### src/rtl/iob_uart16550_stream_ctl_pkg.sv
`default_nettype none
// ============================================================================
// Module   : iob_uart16550_stream_ctl_pkg
// Purpose  : Register map, line-control constants, FSM encoding and the
//            power-up programming table for the 16550 stream controller.
// Revision : 1.0 - initial release
// ============================================================================
package iob_uart16550_stream_ctl_pkg;

  // 16550 register byte addresses
  localparam logic [2:0] ADDR_RBR = 3'd0;
  localparam logic [2:0] ADDR_THR = 3'd0;
  localparam logic [2:0] ADDR_IER = 3'd1;
  localparam logic [2:0] ADDR_FCR = 3'd2;
  localparam logic [2:0] ADDR_LCR = 3'd3;
  localparam logic [2:0] ADDR_LSR = 3'd5;
  localparam logic [2:0] ADDR_DLL = 3'd0;
  localparam logic [2:0] ADDR_DLM = 3'd1;

  // Register values written during initialisation
  localparam logic [7:0] LCR_DLAB_8N1 = 8'h83;
  localparam logic [7:0] LCR_8N1      = 8'h03;
  localparam logic [7:0] FCR_EN       = 8'h07;
  localparam logic [7:0] IER_OFF      = 8'h00;

  // Line Status Register bit positions
  localparam int LSR_DR   = 0;
  localparam int LSR_OE   = 1;
  localparam int LSR_THRE = 5;

  // Index of the final write of the init sequence
  localparam logic [2:0] INIT_LAST = 3'd5;

  typedef enum logic [2:0] {
    ST_INIT      = 3'd0,
    ST_INIT_WAIT = 3'd1,
    ST_POLL_REQ  = 3'd2,
    ST_POLL_WAIT = 3'd3,
    ST_RX_REQ    = 3'd4,
    ST_RX_WAIT   = 3'd5,
    ST_TX_WR     = 3'd6
  } state_e;

  typedef struct packed {
    logic [2:0] addr;
    logic [7:0] data;
  } reg_wr_t;

  // Returns the (address, data) pair for one step of the init sequence:
  // DLAB on, divisor low/high, 8N1 with DLAB off, FIFOs on, interrupts off.
  function automatic reg_wr_t init_step(input logic [2:0] step, input logic [15:0] div);
    reg_wr_t r;
    case (step)
      3'd0:    r = '{addr: ADDR_LCR, data: LCR_DLAB_8N1};
      3'd1:    r = '{addr: ADDR_DLL, data: div[7:0]};
      3'd2:    r = '{addr: ADDR_DLM, data: div[15:8]};
      3'd3:    r = '{addr: ADDR_LCR, data: LCR_8N1};
      3'd4:    r = '{addr: ADDR_FCR, data: FCR_EN};
      default: r = '{addr: ADDR_IER, data: IER_OFF};
    endcase
    return r;
  endfunction

endpackage
`default_nettype wire

### src/rtl/iob_uart16550_stream_ctl_if.sv
`default_nettype none
// ============================================================================
// Module   : iob_uart16550_stream_ctl_if
// Purpose  : IOb native bus between the stream controller (master) and the
//            16550 UART wrapper (slave).
// Revision : 1.0 - initial release
// ============================================================================
interface iob_uart16550_stream_ctl_if #(
  parameter int ADDR_W = 3,
  parameter int DATA_W = 32
);
  logic                  iob_avalid;
  logic [ADDR_W-1:0]     iob_addr;
  logic [DATA_W-1:0]     iob_wdata;
  logic [DATA_W/8-1:0]   iob_wstrb;
  logic                  iob_ready;
  logic                  iob_rvalid;
  logic [DATA_W-1:0]     iob_rdata;

  modport master (
    output iob_avalid, iob_addr, iob_wdata, iob_wstrb,
    input  iob_ready, iob_rvalid, iob_rdata
  );

  modport slave (
    input  iob_avalid, iob_addr, iob_wdata, iob_wstrb,
    output iob_ready, iob_rvalid, iob_rdata
  );
endinterface
`default_nettype wire

### src/rtl/iob_uart16550_stream_ctl_bus.sv
`default_nettype none
// ============================================================================
// Module   : iob_uart16550_stream_ctl_bus
// Purpose  : Single-transaction IOb master. Latches one request, holds it
//            until ready, waits for rvalid on reads and pulses done_o. A
//            direct mode streams THR writes straight from the caller.
// Revision : 1.0 - initial release
// ============================================================================
module iob_uart16550_stream_ctl_bus #(
  parameter int ADDR_W = 3,
  parameter int DATA_W = 32
) (
  input  wire              clk_i,
  input  wire              cke_i,
  input  wire              arst_i,
  input  wire              start_i,
  input  wire              we_i,
  input  wire [ADDR_W-1:0] addr_i,
  input  wire [7:0]        wbyte_i,
  input  wire              direct_i,
  input  wire              direct_valid_i,
  input  wire [7:0]        direct_byte_i,
  output logic             done_o,
  output logic             accept_o,
  output logic [7:0]       rbyte_o,
  iob_uart16550_stream_ctl_if.master iob
);

  localparam int STRB_W = DATA_W / 8;
  localparam int LANE_W = $clog2(STRB_W);

  logic              act_q;
  logic              wait_q;
  logic              we_q;
  logic [ADDR_W-1:0] addr_q;
  logic [7:0]        byte_q;

  logic [LANE_W-1:0] w_lane;
  logic              w_avalid;
  logic [ADDR_W-1:0] w_addr;
  logic [DATA_W-1:0] w_wdata;
  logic [STRB_W-1:0] w_wstrb;

  assign w_lane = addr_q[LANE_W-1:0];

  // Request mux: latched request normally, the caller's stream in direct mode
  always_comb begin
    w_avalid = act_q;
    w_addr   = addr_q;
    w_wdata  = DATA_W'(byte_q) << {w_lane, 3'b000};
    w_wstrb  = (act_q && we_q) ? (STRB_W'(1) << w_lane) : '0;
    if (direct_i) begin
      w_avalid = direct_valid_i;
      w_addr   = '0;
      w_wdata  = DATA_W'(direct_byte_i);
      w_wstrb  = STRB_W'(1);
    end
  end

  assign iob.iob_avalid = w_avalid;
  assign iob.iob_addr   = w_addr;
  assign iob.iob_wdata  = w_wdata;
  assign iob.iob_wstrb  = w_wstrb;

  assign accept_o = w_avalid & iob.iob_ready;
  assign done_o   = (act_q & we_q & iob.iob_ready) | (wait_q & iob.iob_rvalid);
  assign rbyte_o  = iob.iob_rdata[{w_lane, 3'b000} +: 8];

  // Transaction tracker: idle -> request held -> (reads only) awaiting rvalid
  always_ff @(posedge clk_i or posedge arst_i) begin
    if (arst_i) begin
      act_q  <= 1'b0;
      wait_q <= 1'b0;
      we_q   <= 1'b0;
      addr_q <= '0;
      byte_q <= '0;
    end else if (cke_i) begin
      if (!act_q && !wait_q) begin
        if (start_i) begin
          act_q  <= 1'b1;
          we_q   <= we_i;
          addr_q <= addr_i;
          byte_q <= wbyte_i;
        end
      end else if (act_q) begin
        if (iob.iob_ready) begin
          act_q  <= 1'b0;
          wait_q <= ~we_q;
        end
      end else if (iob.iob_rvalid) begin
        wait_q <= 1'b0;
      end
    end
  end

endmodule
`default_nettype wire

### src/rtl/iob_uart16550_stream_ctl.sv
`default_nettype none
// ============================================================================
// Module   : iob_uart16550_stream_ctl
// Purpose  : Programs a 16550 UART after reset, then polls LSR to move bytes
//            between valid/ready streams and THR/RBR.
// Revision : 1.0 - initial release
// ============================================================================
module iob_uart16550_stream_ctl
  import iob_uart16550_stream_ctl_pkg::*;
#(
  parameter int          ADDR_W   = 3,
  parameter int          DATA_W   = 32,
  parameter logic [15:0] DIVISOR  = 16'd27,
  parameter int          TX_BURST = 16
) (
  input  wire        clk_i,
  input  wire        cke_i,
  input  wire        arst_i,
  iob_uart16550_stream_ctl_if.master iob,
  input  wire        tx_valid_i,
  input  wire  [7:0] tx_data_i,
  output logic       tx_ready_o,
  output logic       rx_valid_o,
  output logic [7:0] rx_data_o,
  input  wire        rx_ready_i,
  output logic       init_done_o,
  output logic       rx_overrun_o
);

  localparam int BURST_W = $clog2(TX_BURST + 1);

  state_e             state_q, state_d;
  logic [2:0]         step_q, step_d;
  logic [BURST_W-1:0] burst_q, burst_d;
  logic               init_done_q, init_done_d;
  logic               rx_valid_q, rx_valid_d;
  logic [7:0]         rx_data_q, rx_data_d;
  logic               overrun_q, overrun_d;

  logic               w_start;
  logic               w_we;
  logic [ADDR_W-1:0]  w_addr;
  logic [7:0]         w_wbyte;
  logic               w_direct;
  logic               w_done;
  logic               w_accept;
  logic [7:0]         w_rbyte;
  reg_wr_t            w_init;

  assign w_init = init_step(step_q, DIVISOR);

  iob_uart16550_stream_ctl_bus #(
    .ADDR_W (ADDR_W),
    .DATA_W (DATA_W)
  ) u_bus (
    .clk_i          (clk_i),
    .cke_i          (cke_i),
    .arst_i         (arst_i),
    .start_i        (w_start),
    .we_i           (w_we),
    .addr_i         (w_addr),
    .wbyte_i        (w_wbyte),
    .direct_i       (w_direct),
    .direct_valid_i (tx_valid_i),
    .direct_byte_i  (tx_data_i),
    .done_o         (w_done),
    .accept_o       (w_accept),
    .rbyte_o        (w_rbyte),
    .iob            (iob)
  );

  // Stream handshake is the bus handshake itself while bursting into THR
  assign tx_ready_o   = (state_q == ST_TX_WR) & w_accept;
  assign rx_valid_o   = rx_valid_q;
  assign rx_data_o    = rx_data_q;
  assign init_done_o  = init_done_q;
  assign rx_overrun_o = overrun_q;

  // Next-state and bus-request decode
  always_comb begin
    state_d     = state_q;
    step_d      = step_q;
    burst_d     = burst_q;
    init_done_d = init_done_q;
    rx_valid_d  = rx_valid_q;
    rx_data_d   = rx_data_q;
    overrun_d   = overrun_q;
    w_start     = 1'b0;
    w_we        = 1'b0;
    w_addr      = '0;
    w_wbyte     = '0;
    w_direct    = 1'b0;

    if (rx_valid_q && rx_ready_i) begin
      rx_valid_d = 1'b0;
    end

    case (state_q)
      ST_INIT: begin
        w_start = 1'b1;
        w_we    = 1'b1;
        w_addr  = ADDR_W'(w_init.addr);
        w_wbyte = w_init.data;
        state_d = ST_INIT_WAIT;
      end
      ST_INIT_WAIT: begin
        if (w_done) begin
          if (step_q == INIT_LAST) begin
            init_done_d = 1'b1;
            state_d     = ST_POLL_REQ;
          end else begin
            step_d  = step_q + 3'd1;
            state_d = ST_INIT;
          end
        end
      end
      ST_POLL_REQ: begin
        w_start = 1'b1;
        w_addr  = ADDR_W'(ADDR_LSR);
        state_d = ST_POLL_WAIT;
      end
      ST_POLL_WAIT: begin
        if (w_done) begin
          if (w_rbyte[LSR_OE]) begin
            overrun_d = 1'b1;
          end
          // Draining RX wins over TX so the receive FIFO cannot overflow
          if (w_rbyte[LSR_DR] && !rx_valid_q) begin
            state_d = ST_RX_REQ;
          end else if (w_rbyte[LSR_THRE] && tx_valid_i) begin
            burst_d = '0;
            state_d = ST_TX_WR;
          end else begin
            state_d = ST_POLL_REQ;
          end
        end
      end
      ST_RX_REQ: begin
        w_start = 1'b1;
        w_addr  = ADDR_W'(ADDR_RBR);
        state_d = ST_RX_WAIT;
      end
      ST_RX_WAIT: begin
        if (w_done) begin
          rx_valid_d = 1'b1;
          rx_data_d  = w_rbyte;
          state_d    = ST_POLL_REQ;
        end
      end
      ST_TX_WR: begin
        w_direct = 1'b1;
        if (!tx_valid_i) begin
          state_d = ST_POLL_REQ;
        end else if (w_accept) begin
          burst_d = burst_q + BURST_W'(1);
          // One THRE guarantees an empty TX FIFO, i.e. TX_BURST free slots
          if (burst_d == BURST_W'(TX_BURST)) begin
            state_d = ST_POLL_REQ;
          end
        end
      end
      default: begin
        state_d = ST_INIT;
      end
    endcase
  end

  // State and datapath registers, frozen while the clock enable is low
  always_ff @(posedge clk_i or posedge arst_i) begin
    if (arst_i) begin
      state_q     <= ST_INIT;
      step_q      <= 3'd0;
      burst_q     <= '0;
      init_done_q <= 1'b0;
      rx_valid_q  <= 1'b0;
      rx_data_q   <= 8'h00;
      overrun_q   <= 1'b0;
    end else if (cke_i) begin
      state_q     <= state_d;
      step_q      <= step_d;
      burst_q     <= burst_d;
      init_done_q <= init_done_d;
      rx_valid_q  <= rx_valid_d;
      rx_data_q   <= rx_data_d;
      overrun_q   <= overrun_d;
    end
  end

endmodule
`default_nettype wire

### src/flat_wrapper.sv
// flat-port wrapper written by rule: the top's interface ports become plain ports
module iob_uart16550_stream_ctl_flat import iob_uart16550_stream_ctl_pkg::*;
#(
  parameter int          ADDR_W   = 3,
  parameter int          DATA_W   = 32,
  parameter logic [15:0] DIVISOR  = 16'd27,
  parameter int          TX_BURST = 16
)
  (clk_i, cke_i, arst_i, tx_valid_i, tx_data_i, tx_ready_o, rx_valid_o, rx_data_o, rx_ready_i, init_done_o, rx_overrun_o, iob_iob_avalid, iob_iob_addr, iob_iob_wdata, iob_iob_wstrb, iob_iob_ready, iob_iob_rvalid, iob_iob_rdata);
  iob_uart16550_stream_ctl_if #(.ADDR_W(ADDR_W), .DATA_W(DATA_W)) iob_i ();
  input  wire clk_i;
  input  wire cke_i;
  input  wire arst_i;
  input  wire tx_valid_i;
  input  wire  [7:0] tx_data_i;
  output logic tx_ready_o;
  output logic rx_valid_o;
  output logic [7:0] rx_data_o;
  input  wire rx_ready_i;
  output logic init_done_o;
  output logic rx_overrun_o;
  output wire logic [$bits(iob_i.iob_avalid)-1:0] iob_iob_avalid;
  output wire logic [$bits(iob_i.iob_addr)-1:0] iob_iob_addr;
  output wire logic [$bits(iob_i.iob_wdata)-1:0] iob_iob_wdata;
  output wire logic [$bits(iob_i.iob_wstrb)-1:0] iob_iob_wstrb;
  input wire logic [$bits(iob_i.iob_ready)-1:0] iob_iob_ready;
  input wire logic [$bits(iob_i.iob_rvalid)-1:0] iob_iob_rvalid;
  input wire logic [$bits(iob_i.iob_rdata)-1:0] iob_iob_rdata;
  assign iob_iob_avalid = iob_i.iob_avalid;
  assign iob_iob_addr = iob_i.iob_addr;
  assign iob_iob_wdata = iob_i.iob_wdata;
  assign iob_iob_wstrb = iob_i.iob_wstrb;
  assign iob_i.iob_ready = iob_iob_ready;
  assign iob_i.iob_rvalid = iob_iob_rvalid;
  assign iob_i.iob_rdata = iob_iob_rdata;
  iob_uart16550_stream_ctl #(.ADDR_W(ADDR_W), .DATA_W(DATA_W), .DIVISOR(DIVISOR), .TX_BURST(TX_BURST)) u_core (.clk_i(clk_i), .cke_i(cke_i), .arst_i(arst_i), .iob(iob_i), .tx_valid_i(tx_valid_i), .tx_data_i(tx_data_i), .tx_ready_o(tx_ready_o), .rx_valid_o(rx_valid_o), .rx_data_o(rx_data_o), .rx_ready_i(rx_ready_i), .init_done_o(init_done_o), .rx_overrun_o(rx_overrun_o));
endmodule
### config.mk
export PLATFORM = sky130hd
export DESIGN_NAME = iob_uart16550_stream_ctl_flat
export DESIGN_NICKNAME = d
export VERILOG_FILES = /design/src/rtl/iob_uart16550_stream_ctl_pkg.sv /design/src/rtl/iob_uart16550_stream_ctl_if.sv /design/src/rtl/iob_uart16550_stream_ctl_bus.sv /design/src/rtl/iob_uart16550_stream_ctl.sv /design/src/flat_wrapper.sv
export SDC_FILE = /design/constraint.sdc
export NUM_CORES = 1
export LEC_CHECK = 0
export BUFFER_PORTS_ARGS = -buffer_cell sky130_fd_sc_hd__buf_2
export CAP_MARGIN = 30
export CORE_MARGIN = 3
export CORE_UTILIZATION = 49
export CTS_BUF_LIST = sky130_fd_sc_hd__clkbuf_2
export CTS_CLUSTER_DIAMETER = 50
export DETAILED_ROUTE_END_ITERATION = 10
export PLACE_DENSITY = 0.83
export RECOVER_POWER = 50
export SYNTH_ARGS = -nofsm -noshare
export SYNTH_HDL_FRONTEND = slang
export SYNTH_SLANG_ARGS = --single-unit
### constraint.sdc
create_clock -name clk_i -period 1.8 [get_ports clk_i]
set_clock_uncertainty 0.05 [all_clocks]
set_input_delay 0.36 -clock clk_i [delete_from_list [all_inputs] [get_ports clk_i]]
set_output_delay 0.36 -clock clk_i [all_outputs]
set_load 0.05 [all_outputs]
# == Word-level counts from Yosys, hierarchy flattened ==
# Index checks and enable logic that the tools add are counted.
# totals
ff_bits,36
input_bits,47
out_inout_bits,52
wordCells,107
# classes
addsub,2
eq_ne,22
shifts,3
mux,37
bitwise_logic,9
n_reduce_logical,22
# ops
cell,n
$pmux 10 s4,1
$mux 32,1
$shiftx 32x6->8,1
$shl 8x5->32,1
$mux 3,9
$mux 5,5
$pmux 3 s7,1
$reduce_and 4->1,4
$eq 3x3->1 const B,5
$mux 1,14
$ne 2x2->1 const B,7
$pmux 5 s2,1
$eq 3x2->1 const B,3
$mux 4,2
$mux 8,1
$reduce_and 7->1,1
$eq 3x1->1 const B,2
$logic_not 3->1,2
$pmux 3 s2,1
$reduce_and 3->1,2
$reduce_and 6->1,1
$add 5x1->5 const B,1
$and 1x1->1,5
$eq 5x5->1 const B,1
13 further kinds,23

# == Logic depth before layout (Yosys ltp) ==
# logic_depth
word_depth,7
mapped_depth,6

# == By module ==
# A second synthesis with hierarchy kept.
# hier_totals
hier_cells,235
hier_area_um2,2397.3
# by_module_without_submodules
mod,instances,cells_each,area_each_um2,seq_area_each_um2
iob_uart16550_stream_ctl,1,121,1265.0,550.5
iob_uart16550_stream_ctl_bus,1,114,1132.3,350.3

# == Worst setup path after synthesis ==
# Ideal clock, no wire load.
# synth_path
path_type,reg2out
startpoint,register u_core.state_q[2]
endpoint,output iob_iob_wdata[12]
arrival_time_ps,2171
required_ps,1390
path_slack_ps,-781
stages_incl_launch_ff,7
n_path_buf,2
cell_sequence,dfrtp_1 > buf_4 > nand3_1 > and2_1 > nor2b_1 > and2_1 > buf_4
# synth_via
elab_chain_cells,3
# synth_lines
item,line_no,text
"start, declared",iob_uart16550_stream_ctl.sv:32,"state_e state_q, state_d;"
"start signal, assigned",iob_uart16550_stream_ctl.sv:179,state_q <= state_d;
$eq 3x3->1,iob_uart16550_stream_ctl.sv:98,case (state_q)
$mux 1,iob_uart16550_stream_ctl.sv:98,
$mux 32,iob_uart16550_stream_ctl_bus.sv:52,if (direct_i) begin
"end, declared",flat_wrapper.sv:24,output wire logic [$bits(iob_i.iob_wdata)-1:0] iob_iob_wdata;
# Every way passes these cells.

# == Final worst setup path ==
# layout_path
startpoint,register u_core.state_q[1]
endpoint,register u_core.state_q[2]
# layout_via
elab_chain_cells,6
word_cells_on_any_way,17
# layout_lines
item,line_no,text
$eq 3x3->1,iob_uart16550_stream_ctl.sv:98,
$mux 1,iob_uart16550_stream_ctl.sv:98,
$mux 1,iob_uart16550_stream_ctl_bus.sv:52,
$and 1x1->1,iob_uart16550_stream_ctl_bus.sv:65,assign accept_o = w_avalid & iob.iob_ready;
$ne 3x2->1 (no source line),n/a,
$reduce_and 6->1 (no source line),n/a,
# Several ways; a longest one is shown, not always the timed one.
# A chain may end at the register's enable or synchronous reset.

==> results by group <==
Run status
  • Outcome: finished with violations
  • Failing checks: setup timing

Global route
  • First-pass GRT wire length: 12.60 mm
  • Initial antenna violation count: 0
  • Global-route usage over all layers: 0.3190
  • Vias in the first global route: 2360
  • Gr ovfl total: 0
  • Largest net degree at the start of global routing: 33

Placed design
  • PortBufs: 92
  • DPL Wire Length: 4.665 mm
  • Pre-CTS setup slack: 63.08 ps
  • Final Wtd Congestion: 0.9235

Cells and area
  • Nets: 392
  • Antenna diode count: 0
  • Layout cells sized above 1: 0.6479
  • Area grow syn2layout: 62.27%
  • FF+latch area: 803.3 sq um
  • Multi-input gate area: 0.001484 sq mm
  • Fill cell count: 172

Detailed routing
  • Drt wl/cell: 26.96 microns
  • Post-DRT Antenna Nets: 0
  • Drt via density: 6.673
  • Number of DRC markers in iteration 0: 322
  • Final wirelength: 10.46 mm
  • Vias after detailed routing: 2589
  • Drt drc: 0
  • DR pass1 iterations: 6

Setup path
  • WP data required: 2020 ps
  • Crit path kind: reg -> reg
  • CP max-delay cell: dfrtp_1
  • Worst stage delay on the critical path: 420 ps
  • Delay-heaviest family, CP: compound AO/OA/AOI/OAI gates
  • Crit Path Max Fanout: 3
  • Crit-path most repeated cell: buf_4
  • Worst-path cell chain: nand2_1 -> buf_4 -> buf_4 -> buf_4 -> buf_4 -> buf_4 -> a31oi_1 -> o211ai_1 -> o21ai_2 -> o31ai_1
  • Critical path endpoint category: flop
  • CP Launch Type: flop
  • WP data arrival: 2490 ps
  • Crit path buf inv count: 5

Timing
  • Final Hold Fails: 0
  • Max Fclk: 440.1 MHz
  • Tcrit/Tclk final: 1.262
  • Final TNS setup: -15350 ps
  • Slew margin rel.: 0.4276
  • Unrepaired setup endpoints after global routing: yes
  • Worst slew pin tran: 858.5 ps
  • Final worst slack: -472.4 ps
  • Slew Viols, Final: 0
  • Final Setup Violations: 55
  • Min Tclk post-route: 2272 ps

Floorplanning
  • # rows: 23
  • Die area: 0.005357 sq mm
  • Area of the core: 0.004173 sq mm
  • Initial Util: 0.5301
  • Die Y: 73.19 microns
  • Ports: 99
  • DIE WIDTH: 73.19 microns

Yosys
  • Synth Instances: 212
  • Synth Register Bits: 32
  • Asr flop ratio synth: 1.000
  • Synth Flop Type: dfrtp_1
  • Synth warn: 0
  • Seq/Total Area, Yosys: 0.3620
  • Mean post-synth cell area: 10.43 sq um
  • Netlist area before placement: 0.002212 sq mm
  • Post-synth EDFFs: 0
  • Synth cell types: 50

Power and ir drop
  • Cell Pwr Density: 1246 mW/mm^2
  • VDD IR max: 0.7515 mV
  • Static Leakage: 1.823 nW
  • Tot Pwr: 0.004474 W

Job
  • # Max-Cap Violations: 0

Clock network
  • Clock Tree Root: clkbuf_2
  • Clock Sinks: 32
  • CTS tree: built
  • H-tree lvl count: 2
  • Clock buffer count from CTS: 5
  • Longest Clk Path Bufs: 2
  • Worst-Skew Late Latency: 390 ps
  • Reg clk slew, reported paths: 180 ps
  • CTS Hold Bufs: 0

Worst hold path
  • Worst min-delay path class: in -> async
[worst register-to-register path, delay by kind of cell, from the launching register on]
family,cells,cell delay (ps)
AO/OA/AOI/OAI,4,860
flip-flops,1,420
buffers and inverters,5,690
AND/OR/NAND/NOR,1,150
[sequential cells by signal (all words and copies together), names as in the netlist, 3 cells and up]
| register | flops |
|---|---|
| u_core.state_q | 3 |
| u_core.burst_q | 5 |
| u_core.rx_data_o | 8 |
| u_core.step_q | 3 |
| u_core.u_bus.byte_q | 4 |
| u_core.u_bus.addr_q | 3 |
[report_power, final]
group | internal [W] | switching [W]
clock | 0.0000742 | 0.000251
sequential | 0.000937 | 0.000315
combinational | 0.00117 | 0.00173
[layout make-up]
| type | instances | area share |
|---|---|---|
| Multi-Input combinational cell | 154 | 0.4134 |
| Tap cell | 50 | 0.01743 |
| Clock buffer | 5 | 0.006971 |
| Timing Repair Buffer | 138 | 0.3290 |
| Sequential cell | 32 | 0.2238 |
| Inverter | 9 | 0.009411 |
[cells by family (layout without fill, tap and decap cells)]
logic type                 after synthesis  in the layout  share of synthesized area
muxes                                   22             22                     0.1567
adders and majority gates                5              5                    0.02828
AOI/OAI and AO/OA                       45             45                     0.1606
xor gates and xnor gates                 3              3                    0.01188
DFF                                     32             32                     0.3620
and+or+nand+nor                         72             73                     0.1934
buffers and inverters                   32            152                    0.08541
other                                    1              6                   0.001695
[final timing paths]
kind / start / to / slack (ps) / depth (start not counted)
max: u_core.state_q[1] / u_core.state_q[2] / -470 / 10
min: arst_i / u_core.u_bus.byte_q[7] / 150 / 3
max reg2reg: u_core.state_q[1] / u_core.state_q[2] / -470 / 10
min reg2reg: u_core.rx_overrun_o / u_core.rx_overrun_o / 460 / 1
max in group asynchronous: arst_i / u_core.u_bus.act_q / 940 / 3
min in group clk_i: rx_ready_i / u_core.rx_valid_o / 230 / 4
[Yosys cell counts (2+ instances only)]
cell / count / area, sq um
a31oi_1: 2 / 12.51
a21o_1: 6 / 45.04
a41o_1: 2 / 20.02
mux2_4: 10 / 150.1
clkbuf_1: 3 / 11.26
mux2i_1: 5 / 50.05
o21ai_1: 3 / 15.01
a32o_1: 3 / 30.03
a22o_1: 9 / 78.83
o22ai_1: 2 / 12.51
mux4_2: 6 / 135.1
nand3_1: 8 / 40.04
nand2_1: 20 / 75.07
buf_2: 4 / 20.02
xor2_1: 2 / 17.52
nor2b_1: 6 / 37.54
nor3_1: 3 / 15.01
and3_1: 2 / 12.51
nor2_1: 5 / 18.77
o211ai_1: 2 / 15.01
ha_1: 5 / 62.56
buf_4: 15 / 112.6
dfrtp_1: 32 / 800.8
and2_1: 17 / 106.4
o31ai_1: 4 / 30.03
o21ai_0: 5 / 25.02
inv_1: 8 / 30.03
[placed cells by master, fill, tap and decap left out, drive strengths merged, types with 6 or more instances in the layout]
master / count
buf: 137
dfrtp: 32
nand2: 23
and2: 17
mux2: 11
inv: 9
nand3: 9
a22o: 9
o21ai: 8
mux4: 6
a21o: 6
conb: 6
clkbuf: 6
nor2b: 6
nor2: 6
[metrics by stage]
| stage | instances | util | hold WS, ps | area, sq um |
|---|---|---|---|---|
| global route | 388 | 0.8603 | 184.5 | 3590 |
| CTS | 382 | 0.8189 | 35.38 | 3417 |
| floorplan | 217 | - | 391.8 | 2360 |
| finish | 388 | 0.8603 | 150.0 | 3590 |
| global placement | 357 | 0.6849 | 411.2 | 2858 |
| detailed placement | 357 | 0.6849 | 420.1 | 2858 |
[routing by layer]
layer  wire, microns  track usage
met1            3438       0.3594
met2            4864       0.5482
met3            1379      0.08540
met4             780       0.1639
met5               0            0
[repair_timing]
action,CTS,global route
gates cloned,0,1
gates resized for setup,116,35
endpoints found under the setup margin,35,59
pin swaps,15,10
buffers inserted,22,7
(Power assumes the default switching activity.)
